==> src/rtl/sqrt_share_arbiter_if.sv <==
// Bundle of requester-side and engine-side signals around the shared sqrt arbiter.
// The arbiter connects through the slave modport; clients/engine use master.
interface sqrt_share_arbiter_if #(
   parameter int NUM_REQ = 4,
   parameter int DATA_W  = 8,
   parameter int RES_W   = 16
);
   logic [NUM_REQ-1:0]        req;
   logic [NUM_REQ*DATA_W-1:0] req_data;
   logic [NUM_REQ-1:0]        gnt;
   logic [NUM_REQ-1:0]        rsp_valid;
   logic [RES_W-1:0]          rsp_data;
   logic                      rsp_err;
   logic                      busy;
   logic                      eng_start;
   logic [DATA_W-1:0]         eng_operand;
   logic                      eng_done;
   logic [RES_W-1:0]          eng_result;

   modport slave (
      input  req, req_data, eng_done, eng_result,
      output gnt, rsp_valid, rsp_data, rsp_err, busy, eng_start, eng_operand
   );

   modport master (
      output req, req_data, eng_done, eng_result,
      input  gnt, rsp_valid, rsp_data, rsp_err, busy, eng_start, eng_operand
   );
endinterface

==> src/rtl/sqrt_share_arbiter.sv <==
// Round-robin arbiter/sequencer sharing one iterative square-root engine among
// NUM_REQ requesters. One operation in flight at a time; a watchdog turns a
// missing engine done into an error response. Every output is a flop.
module sqrt_share_arbiter #(
   parameter int NUM_REQ = 4,
   parameter int DATA_W  = 8,
   parameter int RES_W   = 16,
   parameter int TIMEOUT = 64
) (
   input logic                 clk,
   input logic                 rst_n,
   sqrt_share_arbiter_if.slave bus
);
   localparam int PTR_W = (NUM_REQ > 1) ? $clog2(NUM_REQ) : 1;
   localparam int CNT_W = (TIMEOUT > 1) ? $clog2(TIMEOUT) : 1;
   localparam logic [PTR_W-1:0] LAST_IDX = PTR_W'(NUM_REQ - 1);
   localparam logic [CNT_W-1:0] CNT_LAST = CNT_W'(TIMEOUT - 1);

   typedef enum logic [1:0] {IDLE, ISSUE, WAIT, RESP} state_t;

   state_t state_reg, state_next;

   logic [PTR_W-1:0]   ptr_reg, ptr_next;
   logic [PTR_W-1:0]   owner_reg, owner_next;
   logic [CNT_W-1:0]   cnt_reg, cnt_next;
   logic [NUM_REQ-1:0] gnt_reg, gnt_next;
   logic [NUM_REQ-1:0] rsp_valid_reg, rsp_valid_next;
   logic [RES_W-1:0]   rsp_data_reg, rsp_data_next;
   logic               rsp_err_reg, rsp_err_next;
   logic               busy_reg, busy_next;
   logic               eng_start_reg, eng_start_next;
   logic [DATA_W-1:0]  eng_operand_reg, eng_operand_next;

   logic               win_found;
   logic [PTR_W-1:0]   win_idx;

   // Round-robin search starting at ptr; scanning offsets from high to low
   // lets the lowest offset (closest to ptr) overwrite and win.
   always_comb begin
      int               cand;
      logic [PTR_W-1:0] cidx;
      win_found = 1'b0;
      win_idx   = ptr_reg;
      cand      = 0;
      cidx      = '0;
      for (int k = NUM_REQ - 1; k >= 0; k--) begin
         cand = int'(ptr_reg) + k;
         if (cand >= NUM_REQ) begin
            cand = cand - NUM_REQ;
         end
         cidx = PTR_W'(cand);
         if (bus.req[cidx]) begin
            win_found = 1'b1;
            win_idx   = cidx;
         end
      end
   end

   // State and registered-output flops; reset abandons any operation in flight.
   always_ff @(posedge clk or negedge rst_n) begin
      if (!rst_n) begin
         state_reg       <= IDLE;
         ptr_reg         <= '0;
         owner_reg       <= '0;
         cnt_reg         <= '0;
         gnt_reg         <= '0;
         rsp_valid_reg   <= '0;
         rsp_data_reg    <= '0;
         rsp_err_reg     <= 1'b0;
         busy_reg        <= 1'b0;
         eng_start_reg   <= 1'b0;
         eng_operand_reg <= '0;
      end else begin
         state_reg       <= state_next;
         ptr_reg         <= ptr_next;
         owner_reg       <= owner_next;
         cnt_reg         <= cnt_next;
         gnt_reg         <= gnt_next;
         rsp_valid_reg   <= rsp_valid_next;
         rsp_data_reg    <= rsp_data_next;
         rsp_err_reg     <= rsp_err_next;
         busy_reg        <= busy_next;
         eng_start_reg   <= eng_start_next;
         eng_operand_reg <= eng_operand_next;
      end
   end

   // Next-state logic; engine done wins over the watchdog on the same cycle.
   always_comb begin
      state_next = state_reg;
      case (state_reg)
         IDLE:  if (win_found) state_next = ISSUE;
         ISSUE: state_next = WAIT;
         WAIT:  if (bus.eng_done || (cnt_reg == CNT_LAST)) state_next = RESP;
         RESP:  state_next = IDLE;
         default: state_next = IDLE;
      endcase
   end

   // Next values for datapath registers and the registered outputs.
   always_comb begin
      ptr_next         = ptr_reg;
      owner_next       = owner_reg;
      cnt_next         = cnt_reg;
      gnt_next         = '0;
      rsp_valid_next   = '0;
      rsp_data_next    = rsp_data_reg;
      rsp_err_next     = rsp_err_reg;
      busy_next        = (state_next != IDLE);
      eng_start_next   = 1'b0;
      eng_operand_next = eng_operand_reg;
      case (state_reg)
         IDLE: begin
            if (win_found) begin
               owner_next        = win_idx;
               eng_operand_next  = bus.req_data[win_idx*DATA_W +: DATA_W];
               gnt_next[win_idx] = 1'b1;
            end
         end
         ISSUE: begin
            eng_start_next = 1'b1;
            cnt_next       = '0;
         end
         WAIT: begin
            if (bus.eng_done) begin
               rsp_data_next             = bus.eng_result;
               rsp_err_next              = 1'b0;
               rsp_valid_next[owner_reg] = 1'b1;
            end else if (cnt_reg == CNT_LAST) begin
               rsp_data_next             = '0;
               rsp_err_next              = 1'b1;
               rsp_valid_next[owner_reg] = 1'b1;
            end else begin
               cnt_next = cnt_reg + 1'b1;
            end
         end
         RESP: begin
            ptr_next = (owner_reg == LAST_IDX) ? '0 : owner_reg + 1'b1;
         end
         default: ;
      endcase
   end

   assign bus.gnt         = gnt_reg;
   assign bus.rsp_valid   = rsp_valid_reg;
   assign bus.rsp_data    = rsp_data_reg;
   assign bus.rsp_err     = rsp_err_reg;
   assign bus.busy        = busy_reg;
   assign bus.eng_start   = eng_start_reg;
   assign bus.eng_operand = eng_operand_reg;
endmodule

==> src/flat_wrapper.sv <==
// flat-port wrapper written by rule: the top's interface ports become plain ports
module sqrt_share_arbiter_flat 
#(
   parameter int NUM_REQ = 4,
   parameter int DATA_W  = 8,
   parameter int RES_W   = 16,
   parameter int TIMEOUT = 64
)
  (clk, rst_n, bus_req, bus_req_data, bus_eng_done, bus_eng_result, bus_gnt, bus_rsp_valid, bus_rsp_data, bus_rsp_err, bus_busy, bus_eng_start, bus_eng_operand);
  sqrt_share_arbiter_if #(.NUM_REQ(NUM_REQ), .DATA_W(DATA_W), .RES_W(RES_W)) bus_i ();
  input logic clk;
  input logic rst_n;
  input wire logic [$bits(bus_i.req)-1:0] bus_req;
  input wire logic [$bits(bus_i.req_data)-1:0] bus_req_data;
  input wire logic [$bits(bus_i.eng_done)-1:0] bus_eng_done;
  input wire logic [$bits(bus_i.eng_result)-1:0] bus_eng_result;
  output wire logic [$bits(bus_i.gnt)-1:0] bus_gnt;
  output wire logic [$bits(bus_i.rsp_valid)-1:0] bus_rsp_valid;
  output wire logic [$bits(bus_i.rsp_data)-1:0] bus_rsp_data;
  output wire logic [$bits(bus_i.rsp_err)-1:0] bus_rsp_err;
  output wire logic [$bits(bus_i.busy)-1:0] bus_busy;
  output wire logic [$bits(bus_i.eng_start)-1:0] bus_eng_start;
  output wire logic [$bits(bus_i.eng_operand)-1:0] bus_eng_operand;
  assign bus_i.req = bus_req;
  assign bus_i.req_data = bus_req_data;
  assign bus_i.eng_done = bus_eng_done;
  assign bus_i.eng_result = bus_eng_result;
  assign bus_gnt = bus_i.gnt;
  assign bus_rsp_valid = bus_i.rsp_valid;
  assign bus_rsp_data = bus_i.rsp_data;
  assign bus_rsp_err = bus_i.rsp_err;
  assign bus_busy = bus_i.busy;
  assign bus_eng_start = bus_i.eng_start;
  assign bus_eng_operand = bus_i.eng_operand;
  sqrt_share_arbiter #(.NUM_REQ(NUM_REQ), .DATA_W(DATA_W), .RES_W(RES_W), .TIMEOUT(TIMEOUT)) u_core (.clk(clk), .rst_n(rst_n), .bus(bus_i));
endmodule
==> config.mk <==
export PLATFORM = sky130hd
export DESIGN_NAME = sqrt_share_arbiter_flat
export DESIGN_NICKNAME = d
export VERILOG_FILES = /design/src/rtl/sqrt_share_arbiter_if.sv /design/src/rtl/sqrt_share_arbiter.sv /design/src/flat_wrapper.sv
export SDC_FILE = /design/constraint.sdc
export NUM_CORES = 1
export LEC_CHECK = 0
export CAP_MARGIN = 20
export CELL_PAD_IN_SITES_DETAIL_PLACEMENT = 1
export CELL_PAD_IN_SITES_GLOBAL_PLACEMENT = 2
export CORE_MARGIN = 2
export CORE_UTILIZATION = 24
export DETAILED_ROUTE_END_ITERATION = 10
export PLACE_DENSITY = 0.84
export SYNTH_ARGS = -nofsm -noshare
export SYNTH_HDL_FRONTEND = slang
export SYNTH_SLANG_ARGS = --single-unit
==> constraint.sdc <==
create_clock -name clk -period 1.8 [get_ports clk]
set_clock_uncertainty 0.15 [all_clocks]
set_input_delay 0.27 -clock clk [delete_from_list [all_inputs] [get_ports clk]]
set_output_delay 0.27 -clock clk [all_outputs]
set_load 0.01 [all_outputs]
After elaboration in Yosys (flattened, before gate mapping). Index checks and enable logic that the tools add are counted.

Register bits after elaboration: 47. Bits in latches: 0. Input bits: 55. Memories kept: 0. RAM bits: 0. Output and inout bits: 35. ROM bits: 0. Word-level logic and storage cells: 91.

Shift-type cells: 1. Multipliers: 0. Reductions and logical operators: 10. Order comparisons: 12. Multiplexer cells: 41. Equality and inequality tests: 7. Add/sub/neg operators: 9. Bitwise logic cells: 0. Divide/modulo/power cells: 0.

Operators with widths (count): $mux W16 (2); $shiftx A32 B6 Y8 (1); $mux W2 (11); $mux W4 (5); $lt A2 B3 Y1 const B (6); $mux W1 (13); $mux W6 (2); $pmux W6 S2 (1); $ge A3 B3 Y1 const B (3); $bmux W1 S2 (4); $pmux W2 S4 (1); $sub A2 B1 Y2 const B (4); $add A2 B2 Y3 const B (2); $add A6 B1 Y6 const B (1); $eq A2 B2 Y1 const B (3); $eq A6 B6 Y1 const B (1); $reduce_bool A2 Y1 (3); $demux W1 S2 (2); $ge A2 B1 Y1 const B (2); $ne A2 B2 Y1 const B (2); $reduce_and A2 Y1 (2); $add A2 B1 Y3 const B (1); $ge A2 B3 Y1 const B (1); $reduce_and A3 Y1 (1); other kinds (5) (6).

Depth between registers and ports, before layout.
Depth after elaboration: 15. Gate-level depth with buffers: 8. Gate-level depth less buffers: 7.

Worst setup path after synthesis. Ideal clock, no wire load.

Path type: flip-flop to flip-flop. Start point: reg u_core.state_reg[0]. End point: reg u_core.cnt_reg[5]. Period minus slack after synthesis: 1.913 ns. Path slack: -0.113 ns. Path buffers: 1. Stages on the path, launching flop included: 9. Library setup time: 0.129 ns. Arrival: 1.634 ns. Data required time: 1.521 ns. Cells stage by stage: dfrtp_1 > inv_1 > ha_1 > clkbuf_1 > inv_1 > a311oi_2 > nand3_1 > o211ai_1 > o31ai_1.

Cells in the longest elaborated chain, start to end: 3. Elaborated cells on any way between the ends: 7. Those cells by class: 4 x eq/ne; 1 x mux; 2 x reduce/logical.

Ends and longest elaborated chain: start: declaration (RTL line sqrt_share_arbiter.sv:21) `state_t state_reg, state_next;`; start signal: assignment (RTL line sqrt_share_arbiter.sv:74) `state_reg <= state_next;`; $eq A2 B2 Y1 / $eq A2 B1 Y1 (equally long branches) (RTL line sqrt_share_arbiter.sv:112) `case (state_reg)`; $ne A2 B2 Y1 (no line) / $reduce_bool A2 Y1 (equally long branches); $reduce_and A3 Y1 (no line); end signal: assignment (RTL line sqrt_share_arbiter.sv:77) `cnt_reg <= cnt_next;`; end: declaration (RTL line sqrt_share_arbiter.sv:25) `logic [CNT_W-1:0] cnt_reg, cnt_next;`.

Parallel ways exist; a longest one is shown, timed or not. A chain may end at the register's enable or synchronous reset.

Final worst setup path.
Start point: reg u_core.cnt_reg[0]. End point: reg u_core.cnt_reg[2].

Cells in the longest elaborated chain, start to end: 4. Elaborated cells on any way between the ends: 7. Those cells by class: 1 x add/sub; 2 x eq/ne; 3 x mux; 1 x reduce/logical.

Ends and longest elaborated chain: $add A6 B1 Y6 (RTL line sqrt_share_arbiter.sv:134) `cnt_next = cnt_reg + 1'b1;`; $mux W6 (RTL line sqrt_share_arbiter.sv:129) `end else if (cnt_reg == CNT_LAST) begin`; $mux W6 (RTL line sqrt_share_arbiter.sv:125) `if (bus.eng_done) begin`; $pmux W6 S2 (RTL line sqrt_share_arbiter.sv:112).

Parallel ways exist; a longest one is shown, timed or not. The select of a mux whose other input is x is not followed.

==> flow_summary.json <==
{
  "run_status": "complete, but fails checks",
  "violations": "negative setup slack",
  "synth_flop_cell": "dfrtp_1",
  "grt_usage_pct": 13.17,
  "multi_input_comb_area_um2": 1215,
  "ios": 90,
  "wire_per_inst_um": 14.50,
  "drive_gt1_share_pct": 22.03,
  "leakagePower_nw": 1.691,
  "grt_pass1_vias": 2334,
  "rsz0062_at_grt": "true",
  "final_cell_mix": "clkdlybuf4s50_1, dfrtp_1, nand2_1",
  "setup_viol": 4,
  "crit_end": "u_core.cnt_reg[2]",
  "first_pass_iters": 4,
  "path_class": "flip-flop to flip-flop",
  "r2r_cells": 7,
  "first_iter_violations": 69,
  "hp-class": "input pin to async pin",
  "grt_max_degree": 48,
  "holdWs_ps": 318.7,
  "start_util_pct": 24.59,
  "synthToLayoutAreaGrowth_pct": 61.87,
  "fin_crit_ps": 1940,
  "dp_hpwl_um": 5240,
  "die_y_um": 103.8,
  "timing.final.crit_share_pct": 107.8,
  "ys_seq_area_share_pct": 49.16,
  "peakVddDrop_mv": 0.3800,
  "fin_ws_ps": -140.0,
  "worstPathArrival_ps": 1980,
  "slew_viol_final": 0,
  "portBuffers": 89,
  "ys_warn_count": 0,
  "max_freq_mhz": 515.5,
  "powerDensity_nw_per_um2": 1387,
  "clock_latency_ps": 300,
  "route.detailed.drc": 0,
  "dieArea_um2": 10780,
  "synth_edf_count": 0,
  "cp.required_ps": 1840,
  "grt_overflow": 0,
  "numCtsBuffers": 5,
  "clk_pin_slew_worst_paths_ps": 90,
  "rows": 36,
  "gp_congestion": 0.7984,
  "synth_area_um2": 2392,
  "clockRootBuffer": "clkbuf_8",
  "h-tree-depth": 2,
  "postRouteAntennaNets": 0,
  "synth.distinct_cells": 41,
  "vias_per_cell": 4.475,
  "worst_pin_slew_ps": 350.2,
  "dr_total_vias": 2139,
  "synth.avg_cell_area_um2": 10.73,
  "dieWidth_um": 103.8,
  "nNetsFinal": 408,
  "antenna_cells": 0,
  "reg2reg_from": "u_core.cnt_reg[0]",
  "final.fill_count": 1126,
  "r2r_end": "u_core.cnt_reg[2]",
  "largest_reg_flops": 16,
  "grt_pass1_wl_um": 11700,
  "final_common_cell": "clkdlybuf4s50_1",
  "cts_sinks": 47,
  "clock_path_buffers": 2,
  "grt_antenna_before_repair": 0,
  "cp-startpoint": "u_core.cnt_reg[0]",
  "post-route-util_pct": 39.80,
  "maxCapViolations": 0,
  "finalHoldViolations": 0,
  "syn_inst": 223,
  "drt-total-wl_um": 6932,
  "cts_tree": "built",
  "async_flop_share_pct": 100.0,
  "worst-path-max-fanout": 3,
  "relSlewSlack_pct": 76.51,
  "synth_seq_cells": 47,
  "startpoint_type": "flip-flop",
  "regArea_um2": 1176,
  "core-area_um2": 9729,
  "rrSetupSlack_ps": -140,
  "endpoint_kind": "flip-flop",
  "syn_nets": 287
}
[final cells by class]
| type | count | area share (%) |
|---|---|---|
| multi-input combinational | 162 | 31.37 |
| clock buffer | 7 | 2.229 |
| inverter | 6 | 0.5816 |
| tap | 133 | 4.297 |
| clock inverter | 1 | 0.2262 |
| sequential | 47 | 30.37 |
| timing repair buffer | 122 | 30.92 |
[power breakdown]
group / total [W] / switching [W] / internal (W)
combinational: 0.00296 / 0.00135 / 0.00160
sequential: 0.00174 / 0.000261 / 0.00148
clock: 0.000677 / 0.000362 / 0.000316
[worst max-delay path: stages (launching register included)]
cell and delay, ps:
dfrtp_1 400, ha_2 200, and3_4 200, a311oi_4 340, buf_4 180, nand2_1 80
xor2_1 210, nor2_1 70
[timing repair]
item	4_1_cts	5_1_grt
gates resized for setup	9	9
setup endpoints to repair	13	24
buffers inserted	3	2
hold buffers	1	0
hold endpoints to repair	47	0
pin swaps	3	7
gates cloned	0	0
[metrics by stage]
step | setup WS [ps] | cells | instance area, um^2 | power (W) | TNS (ps)
floorplan | 17.01 | 223 | 2412 | 0.003204 | 0
global placement | -380.1 | 464 | 3649 | 0.004528 | -5538
detailed placement | -447.0 | 464 | 3649 | 0.004634 | -6830
CTS | 0.5123 | 476 | 3825 | 0.005410 | 0
global route | -177.0 | 478 | 3872 | 0.005792 | -781.2
finish | -140.0 | 478 | 3872 | 0.005371 | -247.4
[worst min-delay path by stage]
stage	startpoint	to	slack [ps]	depth (start not counted)
floorplan	rst_n	u_core.bus.busy	-180	0
global placement	rst_n	u_core.cnt_reg[1]	130	2
detailed placement	rst_n	u_core.cnt_reg[1]	130	2
CTS	rst_n	u_core.cnt_reg[1]	330	3
global route	rst_n	u_core.cnt_reg[3]	360	3
finish	rst_n	u_core.cnt_reg[3]	320	3
[cell families (layout without fill, tap and decap cells)]
| kind of cell | Yosys count | after routing | synth area share [%] |
|---|---|---|---|
| DFF | 47 | 47 | 49.16 |
| and+or+nand+nor | 106 | 106 | 22.33 |
| muxes | 11 | 11 | 4.707 |
| adders and majority gates | 9 | 9 | 4.707 |
| buffers and inverters | 14 | 136 | 3.242 |
| xor gates and xnor gates | 2 | 2 | 0.7324 |
| AOI/OAI and AO/OA | 34 | 34 | 15.12 |
[per-layer routing]
metal	vias up	share of wire, %	GRT usage, %	wire length, um
li1	1028	-	-	-
met1	1055	44	16.82	3028
met2	50	51	22.46	3519
met3	6	4.6	3.335	316
met4	0	0.98	2.896	68
met5	-	0	0	0
[synth_stat cells (2+ instances only)]
cell type   n  area share, %
a211oi_2   16            8.4
and2_1      5            1.3
and3_1      3           0.78
and4_1      8            2.9
clkbuf_1    5           0.78
dfrtp_1    47             49
ha_1        9            4.7
inv_1       6           0.94
mux2_2      2           0.94
mux2i_1     9            3.8
nand2_1    41            6.4
nand3_1    20            4.2
nand4_1     2           0.52
nor2_1     13            2.0
nor2b_1     5            1.3
nor3_1      2           0.42
o21ai_0     2           0.42
o21ai_1     3           0.63
o31ai_1     2           0.63
xor2_1      2           0.73
Power figures use the tool's default switching activity.
